<file path="src/rtl/dmem_pkg.sv">
// Shared defaults, host FSM encoding and saturating-counter helpers for the
// data-memory responder.
package dmem_pkg;

  localparam int unsigned ADDR_W_DEFAULT = 8;
  localparam int unsigned DATA_W_DEFAULT = 16;

  typedef enum logic [1:0] {
    StIdle,
    StAccess,
    StAck
  } host_state_e;

  function automatic logic [15:0] sat_inc16(input logic [15:0] v);
    return (v == 16'hFFFF) ? v : v + 16'd1;
  endfunction

  function automatic logic [7:0] sat_inc8(input logic [7:0] v);
    return (v == 8'hFF) ? v : v + 8'd1;
  endfunction

endpackage

</file>
<file path="src/rtl/dmem_responder_if.sv">
// CPU data bus plus 4-phase host request/acknowledge bus of the responder.
interface dmem_responder_if import dmem_pkg::*; #(
  parameter int unsigned ADDR_W = ADDR_W_DEFAULT,
  parameter int unsigned DATA_W = DATA_W_DEFAULT
) ();

  logic [ADDR_W-1:0] d_addr;
  logic [DATA_W-1:0] d_dataout;
  logic              d_we;
  logic [DATA_W-1:0] d_datain;

  logic              h_req;
  logic              h_wr;
  logic [ADDR_W-1:0] h_addr;
  logic [DATA_W-1:0] h_wdata;
  logic              h_ack;
  logic [DATA_W-1:0] h_rdata;

  modport master (
    output d_addr, d_dataout, d_we, h_req, h_wr, h_addr, h_wdata,
    input  d_datain, h_ack, h_rdata
  );

  modport slave (
    input  d_addr, d_dataout, d_we, h_req, h_wr, h_addr, h_wdata,
    output d_datain, h_ack, h_rdata
  );

endinterface

</file>
<file path="src/rtl/dmem_array.sv">
// Word storage: one synchronous write port, two asynchronous read ports.
// Contents are deliberately not reset.
module dmem_array import dmem_pkg::*; #(
  parameter int unsigned ADDR_W = ADDR_W_DEFAULT,
  parameter int unsigned DATA_W = DATA_W_DEFAULT
) (
  input  logic              clock,
  input  logic              we,
  input  logic [ADDR_W-1:0] waddr,
  input  logic [DATA_W-1:0] wdata,
  input  logic [ADDR_W-1:0] cpu_raddr,
  output logic [DATA_W-1:0] cpu_rdata,
  input  logic [ADDR_W-1:0] host_raddr,
  output logic [DATA_W-1:0] host_rdata
);

  localparam int unsigned Depth = 2 ** ADDR_W;

  logic [DATA_W-1:0] mem [Depth];

  always_ff @(posedge clock) begin
    if (we) mem[waddr] <= wdata;
  end

  assign cpu_rdata  = mem[cpu_raddr];
  assign host_rdata = mem[host_raddr];

endmodule

</file>
<file path="src/rtl/dmem_responder.sv">
// Data memory shared by the CPU (zero-latency port) and a host (4-phase
// handshake). CPU stores always win; a colliding host write is deferred.
module dmem_responder import dmem_pkg::*; #(
  parameter int unsigned ADDR_W = ADDR_W_DEFAULT,
  parameter int unsigned DATA_W = DATA_W_DEFAULT
) (
  input  logic                clock,
  input  logic                reset,
  dmem_responder_if.slave     bus,
  output logic [15:0]         st_count,
  output logic [7:0]          host_stalls
);

  host_state_e state_q, state_d;

  logic              lat_wr_q;
  logic [ADDR_W-1:0] lat_addr_q;
  logic [DATA_W-1:0] lat_wdata_q;
  logic [DATA_W-1:0] h_rdata_q;
  logic [15:0]       st_count_q;
  logic [7:0]        host_stalls_q;

  logic              latch_en, rdata_en, host_we, stall;
  logic              mem_we;
  logic [ADDR_W-1:0] mem_waddr;
  logic [DATA_W-1:0] mem_wdata;
  logic [DATA_W-1:0] host_rdata;

  always_comb begin
    state_d  = state_q;
    latch_en = 1'b0;
    rdata_en = 1'b0;
    host_we  = 1'b0;
    stall    = 1'b0;
    case (state_q)
      StIdle: begin
        if (bus.h_req) begin
          latch_en = 1'b1;
          state_d  = StAccess;
        end
      end
      StAccess: begin
        if (!lat_wr_q) begin
          rdata_en = 1'b1;
          state_d  = StAck;
        end else if (!bus.d_we) begin
          host_we = 1'b1;
          state_d = StAck;
        end else begin
          stall = 1'b1;
        end
      end
      StAck: begin
        if (!bus.h_req) state_d = StIdle;
      end
      default: state_d = StIdle;
    endcase
  end

  // host_we is only raised when d_we is low, so the ports never collide.
  assign mem_we    = bus.d_we | host_we;
  assign mem_waddr = bus.d_we ? bus.d_addr : lat_addr_q;
  assign mem_wdata = bus.d_we ? bus.d_dataout : lat_wdata_q;

  always_ff @(posedge clock or negedge reset) begin
    if (!reset) begin
      state_q       <= StIdle;
      lat_wr_q      <= 1'b0;
      lat_addr_q    <= '0;
      lat_wdata_q   <= '0;
      h_rdata_q     <= '0;
      st_count_q    <= '0;
      host_stalls_q <= '0;
    end else begin
      state_q <= state_d;
      if (latch_en) begin
        lat_wr_q    <= bus.h_wr;
        lat_addr_q  <= bus.h_addr;
        lat_wdata_q <= bus.h_wdata;
      end
      if (rdata_en)   h_rdata_q     <= host_rdata;
      if (bus.d_we)   st_count_q    <= sat_inc16(st_count_q);
      if (stall)      host_stalls_q <= sat_inc8(host_stalls_q);
    end
  end

  dmem_array #(
    .ADDR_W (ADDR_W),
    .DATA_W (DATA_W)
  ) u_array (
    .clock      (clock),
    .we         (mem_we),
    .waddr      (mem_waddr),
    .wdata      (mem_wdata),
    .cpu_raddr  (bus.d_addr),
    .cpu_rdata  (bus.d_datain),
    .host_raddr (lat_addr_q),
    .host_rdata (host_rdata)
  );

  assign bus.h_ack   = (state_q == StAck);
  assign bus.h_rdata = h_rdata_q;
  assign st_count    = st_count_q;
  assign host_stalls = host_stalls_q;

endmodule

</file>
<file path="src/flat_wrapper.sv">
// flat-port wrapper written by rule: the top's interface ports become plain ports
module dmem_responder_flat import dmem_pkg::*;
#(
  parameter int unsigned ADDR_W = ADDR_W_DEFAULT,
  parameter int unsigned DATA_W = DATA_W_DEFAULT
)
  (clock, reset, st_count, host_stalls, bus_d_addr, bus_d_dataout, bus_d_we, bus_h_req, bus_h_wr, bus_h_addr, bus_h_wdata, bus_d_datain, bus_h_ack, bus_h_rdata);
  dmem_responder_if #(.ADDR_W(ADDR_W), .DATA_W(DATA_W)) bus_i ();
  input  logic clock;
  input  logic reset;
  output logic [15:0] st_count;
  output logic [7:0] host_stalls;
  input wire logic [$bits(bus_i.d_addr)-1:0] bus_d_addr;
  input wire logic [$bits(bus_i.d_dataout)-1:0] bus_d_dataout;
  input wire logic [$bits(bus_i.d_we)-1:0] bus_d_we;
  input wire logic [$bits(bus_i.h_req)-1:0] bus_h_req;
  input wire logic [$bits(bus_i.h_wr)-1:0] bus_h_wr;
  input wire logic [$bits(bus_i.h_addr)-1:0] bus_h_addr;
  input wire logic [$bits(bus_i.h_wdata)-1:0] bus_h_wdata;
  output wire logic [$bits(bus_i.d_datain)-1:0] bus_d_datain;
  output wire logic [$bits(bus_i.h_ack)-1:0] bus_h_ack;
  output wire logic [$bits(bus_i.h_rdata)-1:0] bus_h_rdata;
  assign bus_i.d_addr = bus_d_addr;
  assign bus_i.d_dataout = bus_d_dataout;
  assign bus_i.d_we = bus_d_we;
  assign bus_i.h_req = bus_h_req;
  assign bus_i.h_wr = bus_h_wr;
  assign bus_i.h_addr = bus_h_addr;
  assign bus_i.h_wdata = bus_h_wdata;
  assign bus_d_datain = bus_i.d_datain;
  assign bus_h_ack = bus_i.h_ack;
  assign bus_h_rdata = bus_i.h_rdata;
  dmem_responder #(.ADDR_W(ADDR_W), .DATA_W(DATA_W)) u_core (.clock(clock), .reset(reset), .bus(bus_i), .st_count(st_count), .host_stalls(host_stalls));
endmodule
</file>
<file path="config.mk">
export PLATFORM = sky130hd
export DESIGN_NAME = dmem_responder_flat
export DESIGN_NICKNAME = d
export VERILOG_FILES = /design/src/rtl/dmem_pkg.sv /design/src/rtl/dmem_responder_if.sv /design/src/rtl/dmem_array.sv /design/src/rtl/dmem_responder.sv /design/src/flat_wrapper.sv
export SDC_FILE = /design/constraint.sdc
export NUM_CORES = 2
export LEC_CHECK = 0
export CAP_MARGIN = 20
export CORE_MARGIN = 4
export CORE_UTILIZATION = 32
export CTS_BUF_LIST = sky130_fd_sc_hd__clkbuf_8 sky130_fd_sc_hd__clkbuf_16
export DETAILED_ROUTE_END_ITERATION = 16
export PLACE_DENSITY = 0.43
export SLEW_MARGIN = 20
export SYNTH_ARGS = -nofsm -noshare
export SYNTH_HDL_FRONTEND = slang
export SYNTH_SLANG_ARGS = --single-unit
</file>
<file path="constraint.sdc">
create_clock -name clock -period 4.4 [get_ports clock]
set_input_delay 0.88 -clock clock [delete_from_list [all_inputs] [get_ports clock]]
set_output_delay 0.88 -clock clock [all_outputs]
set_load 0.01 [all_outputs]
</file>
Word-level counts from Yosys, hierarchy flattened:

Memories as Yosys holds them, arrays and structs flattened. A register that Yosys moved wholly into a read port is not among the register bits.
Cells that the tools add are included.

* register bits after elaboration: 51
* RAM bits: 4096
* input port bits: 53
* output and inout port bits: 57
* word-level logic and storage cells: 43
* memories kept: 1

* add/subtract/negate cells: 2
* equal/unequal tests: 7
* mux-type cells: 19
* bitwise operators: 3
* reductions and logical operators: 5

Memories
* u_core.u_array.mem: words 256, width 16, rd ports 2, clocked after memory_dff 1, wr ports 1, line dmem_array.sv:19 `logic [DATA_W-1:0] mem [Depth];`

Operators with widths (count)
* adder 16 x 1 -> 16 bit (second input constant): 1
* == test 16 bit (second input constant): 1
* two-way mux 16 bit: 1
* two-way mux 1 bit: 12
* adder 8 x 1 -> 8 bit (second input constant): 1
* == test 8 bit (second input constant): 1
* two-way mux 2 bit: 4
* two-way mux 8 bit: 1
* one-hot mux 2 bit (3 select lines): 1
* inequality test 2 bit (second input constant): 2
* AND reduction 2 bit: 2
* inequality test 3 bit (second input constant): 1
* AND reduction 3 bit: 1
* == test 2 x 1 -> 1 bit (second input constant): 1
* == test 2 bit (second input constant): 1
* zero test 2 bit: 1
* NOT 1 bit: 2
* zero test 1 bit: 1
* bitwise OR 1 bit: 1

Depth between registers and ports, before layout:

* depth after elaboration: 6
* mapped depth: 12
* mapped depth without buffers: 8

Cells and area by module:

Synthesis repeated with hierarchy kept, for this count alone.

* cells, all modules: 10330
* area, all modules: 194011.1 µm²

Modules (own cells, without submodules)
* dmem_array: times used 1, cells each 10103, area an instance 190945.6 µm²
* dmem_responder: times used 1, cells each 227, area an instance 3065.4 µm²

Least setup slack after synthesis:

OpenSTA, ideal clock, no wires.

* kind: input -> register
* from: input bus_d_we
* to: memory u_core.u_array.mem[0][10] in the netlist's numbering, data pin
* library setup time: 0.555 ns
* arrival time: 3.786 ns
* required time: 3.845 ns
* setup slack: 0.059 ns
* stages: 4
* path buffers: 3
* path through: clkbuf_1 buf_1 buf_1 mux2_2

* longest elaborated chain between the ends: 1

RTL lines
* from (decl): line flat_wrapper.sv:15 `input wire logic [$bits(bus_i.d_we)-1:0] bus_d_we;`
* two-way mux 16 bit: line dmem_responder.sv:63 `assign mem_wdata = bus.d_we ? bus.d_dataout : lat_wdata_q;`
* via u_core.mem_wdata[10]: line dmem_responder.sv:26 `logic [DATA_W-1:0] mem_wdata;`
* to (decl): line dmem_array.sv:19

The timed path passes the listed nets, and every way through them passes these cells.

Worst setup path in the final report:

* from: input bus_d_addr[0]
* to: output bus_d_datain[5]

* longest elaborated chain between the ends: 1

RTL lines
* from (decl): line flat_wrapper.sv:13 `input wire logic [$bits(bus_i.d_addr)-1:0] bus_d_addr;`
* memory read (256 x 16 bit)
* to (decl): line flat_wrapper.sv:20 `output wire logic [$bits(bus_i.d_datain)-1:0] bus_d_datain;`

No other way between the ends.

==> results.toml <==
[status]
status = "complete, but fails checks"
failed_checks = "negative setup slack"

[floorplanning]
initial_utilization = 0.322
die_h_um = 784
fp.dieW_um = 784
die-area_um2 = 615000
design.core.area_um2 = 599000
ios = 110
row_count = 284

[sta]
slew_headroom = 0.150
layout_setup_ws_ns = -0.973
hold_violations = 0
slew_viol_final = 0
hold_ws_ns = 0.372
finalCritPeriodShare = 1.22
fin_skew_ns = 0.0774
rsz0062_at_grt = "true"
setup_violations = 17
max_freq_mhz = 186
worstMarginPinSlew_ns = 1.28
fin_crit_ns = 5.37

[grt]
grt_antenna_before_repair = 59
first_global_vias = 121000
grt_util_all_layers = 0.265
grt_pass1_wl_um = 1110000
grt_max_degree = 109
grt_overflow_total = 0

[cts]
clockRootBuffer = "clkbuf_16"
cts_max_path_buffers = 4
cts_made_buffers = 467
cts.clk_slew.worst_paths_ns = 0.06
cts.sinks = 4163
h-tree-depth = 5
clk_latency_ns = 1.12
cts_tree = "built"

[logic_synthesis]
yosys_register_bits = 4163
synth_fp_nets = 10100
yosys_warnings = 0
netlist_instances = 9996
synth_flop_cell = "edfxtp_1"
synthesis.area_um2 = 193000
synthDistinctLibCells = 88
seq_area_frac_synth = 0.647
async_flop_share = 0.0161
postSynthAreaPerCell_um2 = 19.3
synth_edf_count = 4096

[worst_setup_path]
r2r_start = "u_core.lat_addr_q[4]$_DFFE_PN0P_"
cp.required_ns = 3.52
critPathLaunch = "bus_d_addr[0]"
start_kind = "input pin"
crit_type = "input pin to output port"
critPathMaxFanout = 6
cp_cell_sequence = "buf_16 > buf_12 > buf_16 > buf_6 > mux4_2 > a22oi_1 > a21oi_1 > buf_4 > o41ai_4 > buf_4 > nand4_1 > buf_4 > buf_6"
max_stage_delay_ns = 0.61
cpMostUsedCell = "buf_4"
cp_slowest_cell = "o41ai_4"
crit_path_end_kind = "output port"
reg2reg_depth = 9
crit_arrival_ns = 4.49

[drt]
post-route-drc-count = 0
firstDrtPassIters = 8
top_layer = "met5"
antenna_left = 0
avgViaCountPerCell = 6.09
wl_per_cell_um = 41.7
m1WireLength_um = 344000
wl_met2_um = 375000
drt_iter0_drc = 18200
routed_wl_um = 838000
vias = 122000
met3_length_um = 81500

[finish]
area_growth_pct = 23.7
num-nets-final = 11700
mostFrequentLayoutCells = "4096 x edfxtp_1, 1656 x mux4_2, 1305 x buf_4, 598 x mux2i_1, 478 x clkbuf_16"
fin_util = 0.398
layout-drive-gt1-share = 0.413
final_common_cell = "edfxtp_1"

[min_path]
min_path_cells = 3
hp-start = "bus_h_addr[2]"
hp-class = "input pin to register"

[power]
vdd_drop_max_v = 0.000367
powerDensity_nw_per_um2 = 555
p_sw_frac = 0.358
p_clk_frac = 0.290
combPwrFrac = 0.346
power.internal_mw = 84.9
seqPwrFrac = 0.365
leakage_nw = 77.1
power.switching_mw = 47.4

[flow_run]
maxCapViolCount = 0

[place]
gp_congestion = 0.933
port_buffers = 109
dp_hpwl_um = 570000
path summary, 6_finish.rpt:
check / end / slack (ns)
max reg2reg: u_core.bus.h_rdata[14]$_DFFE_PN0P_ / -0.07
min in group asynchronous: u_core.bus.h_rdata[11]$_DFFE_PN0P_ / 0.46
max: bus_d_datain[5] / -0.97
min: u_core.lat_addr_q[2]$_DFFE_PN0P_ / 0.37
min reg2reg: u_core.st_count[6]$_DFFE_PN0P_ / 0.50
max in group asynchronous: u_core.host_stalls[4]$_DFFE_PN0P_ / 2.88
per-layer routing:
metal,up-vias,track usage
met3,1175,0.0626
met4,12,0.0986
met1,67000,0.369
met5,-,0
li1,46900,-
met2,7185,0.406
state kept, by name (all words and copies together) (netlist names):
signal and cells:
u_core.bus.h_rdata 16, u_core.host_stalls 8, u_core.lat_addr_q 8, u_core.lat_wdata_q 16, u_core.lat_wr_q 1, u_core.st_count 16, u_core.state_q 2, u_core.u_array.mem 4096
Yosys cell counts, types with 21 or more instances:
library cell	number	share of area
a221oi_1	21	0.00095
mux4_1	115	0.016
nor3_1	49	0.0013
o21ai_0	97	0.0025
a211oi_1	62	0.0024
dfrtp_1	67	0.0087
buf_6	64	0.0037
buf_8	45	0.0035
edfxtp_1	4096	0.64
a22oi_1	638	0.025
mux2_2	52	0.0030
buf_4	51	0.0020
buf_12	27	0.0028
mux2i_1	598	0.031
clkbuf_8	31	0.0022
nand2_1	261	0.0051
nand4_1	51	0.0017
buf_1	68	0.0013
o221ai_1	103	0.0047
mux4_2	1656	0.19
o41ai_1	64	0.0029
nor2_1	318	0.0062
buf_2	210	0.0055
a21oi_1	389	0.010
nand3_1	62	0.0016
o22ai_1	185	0.0060
clkbuf_1	333	0.0065
a2111oi_0	22	0.0010
metrics by stage:
| step | setup slack [ns] | total power, mW | std cells | instance area [µm²] | setup TNS (ns) |
|---|---|---|---|---|---|
| 6_report | -0.973 | 132 | 20100 | 238000 | -11.58 |
| 5_1_grt | -0.859 | 136 | 20100 | 238000 | -11.04 |
| 4_1_cts | -0.870 | 132 | 20000 | 237000 | -11.43 |
| 3_5_place_dp | -2.12 | 93.7 | 19000 | 219000 | -21.46 |
| 3_3_place_gp | -2.57 | 93.4 | 19000 | 219000 | -26.03 |
| 2_1_floorplan | 0.0589 | 71.9 | 9996 | 193000 | 0 |
power by group through the flow:
stage / registers, mW / clock network (mW) / logic [mW]
4_1_cts: 48.2 / 39.0 / 45.2
3_5_place_dp: 49.0 / 0 / 44.7
5_1_grt: 48.2 / 40.7 / 46.8
3_3_place_gp: 49.0 / 0 / 44.4
6_report: 48.2 / 38.3 / 45.7
2_1_floorplan: 48.8 / 0 / 23.1
kinds of logic (layout without fill, tap and decap cells):
| logic type | count (synthesis) | count (layout) | share of synthesized area |
|---|---|---|---|
| DFF | 4163 | 4163 | 0.647 |
| muxes | 2426 | 2426 | 0.244 |
| AOI/OAI and AO/OA | 1695 | 1695 | 0.0608 |
| and+or+nand+nor | 846 | 846 | 0.0197 |
| buffers and inverters | 842 | 2909 | 0.0279 |
| xor gates and xnor gates | 22 | 22 | 0.000999 |
| adders and majority gates | 2 | 2 | 0.000130 |
| other | 0 | 10 | 0 |
worst max-delay path, delay by kind of cell:
kind                   cells  cell delay, ns
buffers and inverters      8            1.54
AOI/OAI and AO/OA          3            0.92
muxes                      1            0.58
and+or+nand+nor            1            0.51
layout make-up:
cell class                      count  area [µm²]
Timing Repair Buffer             2037       22900
Fill cell                       53700      361000
Clock buffer                      475       11900
Tap cell                         8008       10000
Inverter                            7        36.3
Sequential cell                  4163      125000
Antenna cell                       10        25.0
Multi-Input combinational cell   4991       66000
Clock inverter                    390        2910
repair_timing:
| item | in CTS | in global routing |
|---|---|---|
| endpoints found under the hold margin | 24 | 0 |
| hold buffers | 1 | 0 |
| setup endpoints to repair | 16 | 17 |
| setup buffers | 139 | 66 |
| resized for setup | 441 | 176 |
| pin swaps | 107 | 92 |
| gates cloned | 17 | 3 |
Note: power is estimated with default switching activity, not from simulation.
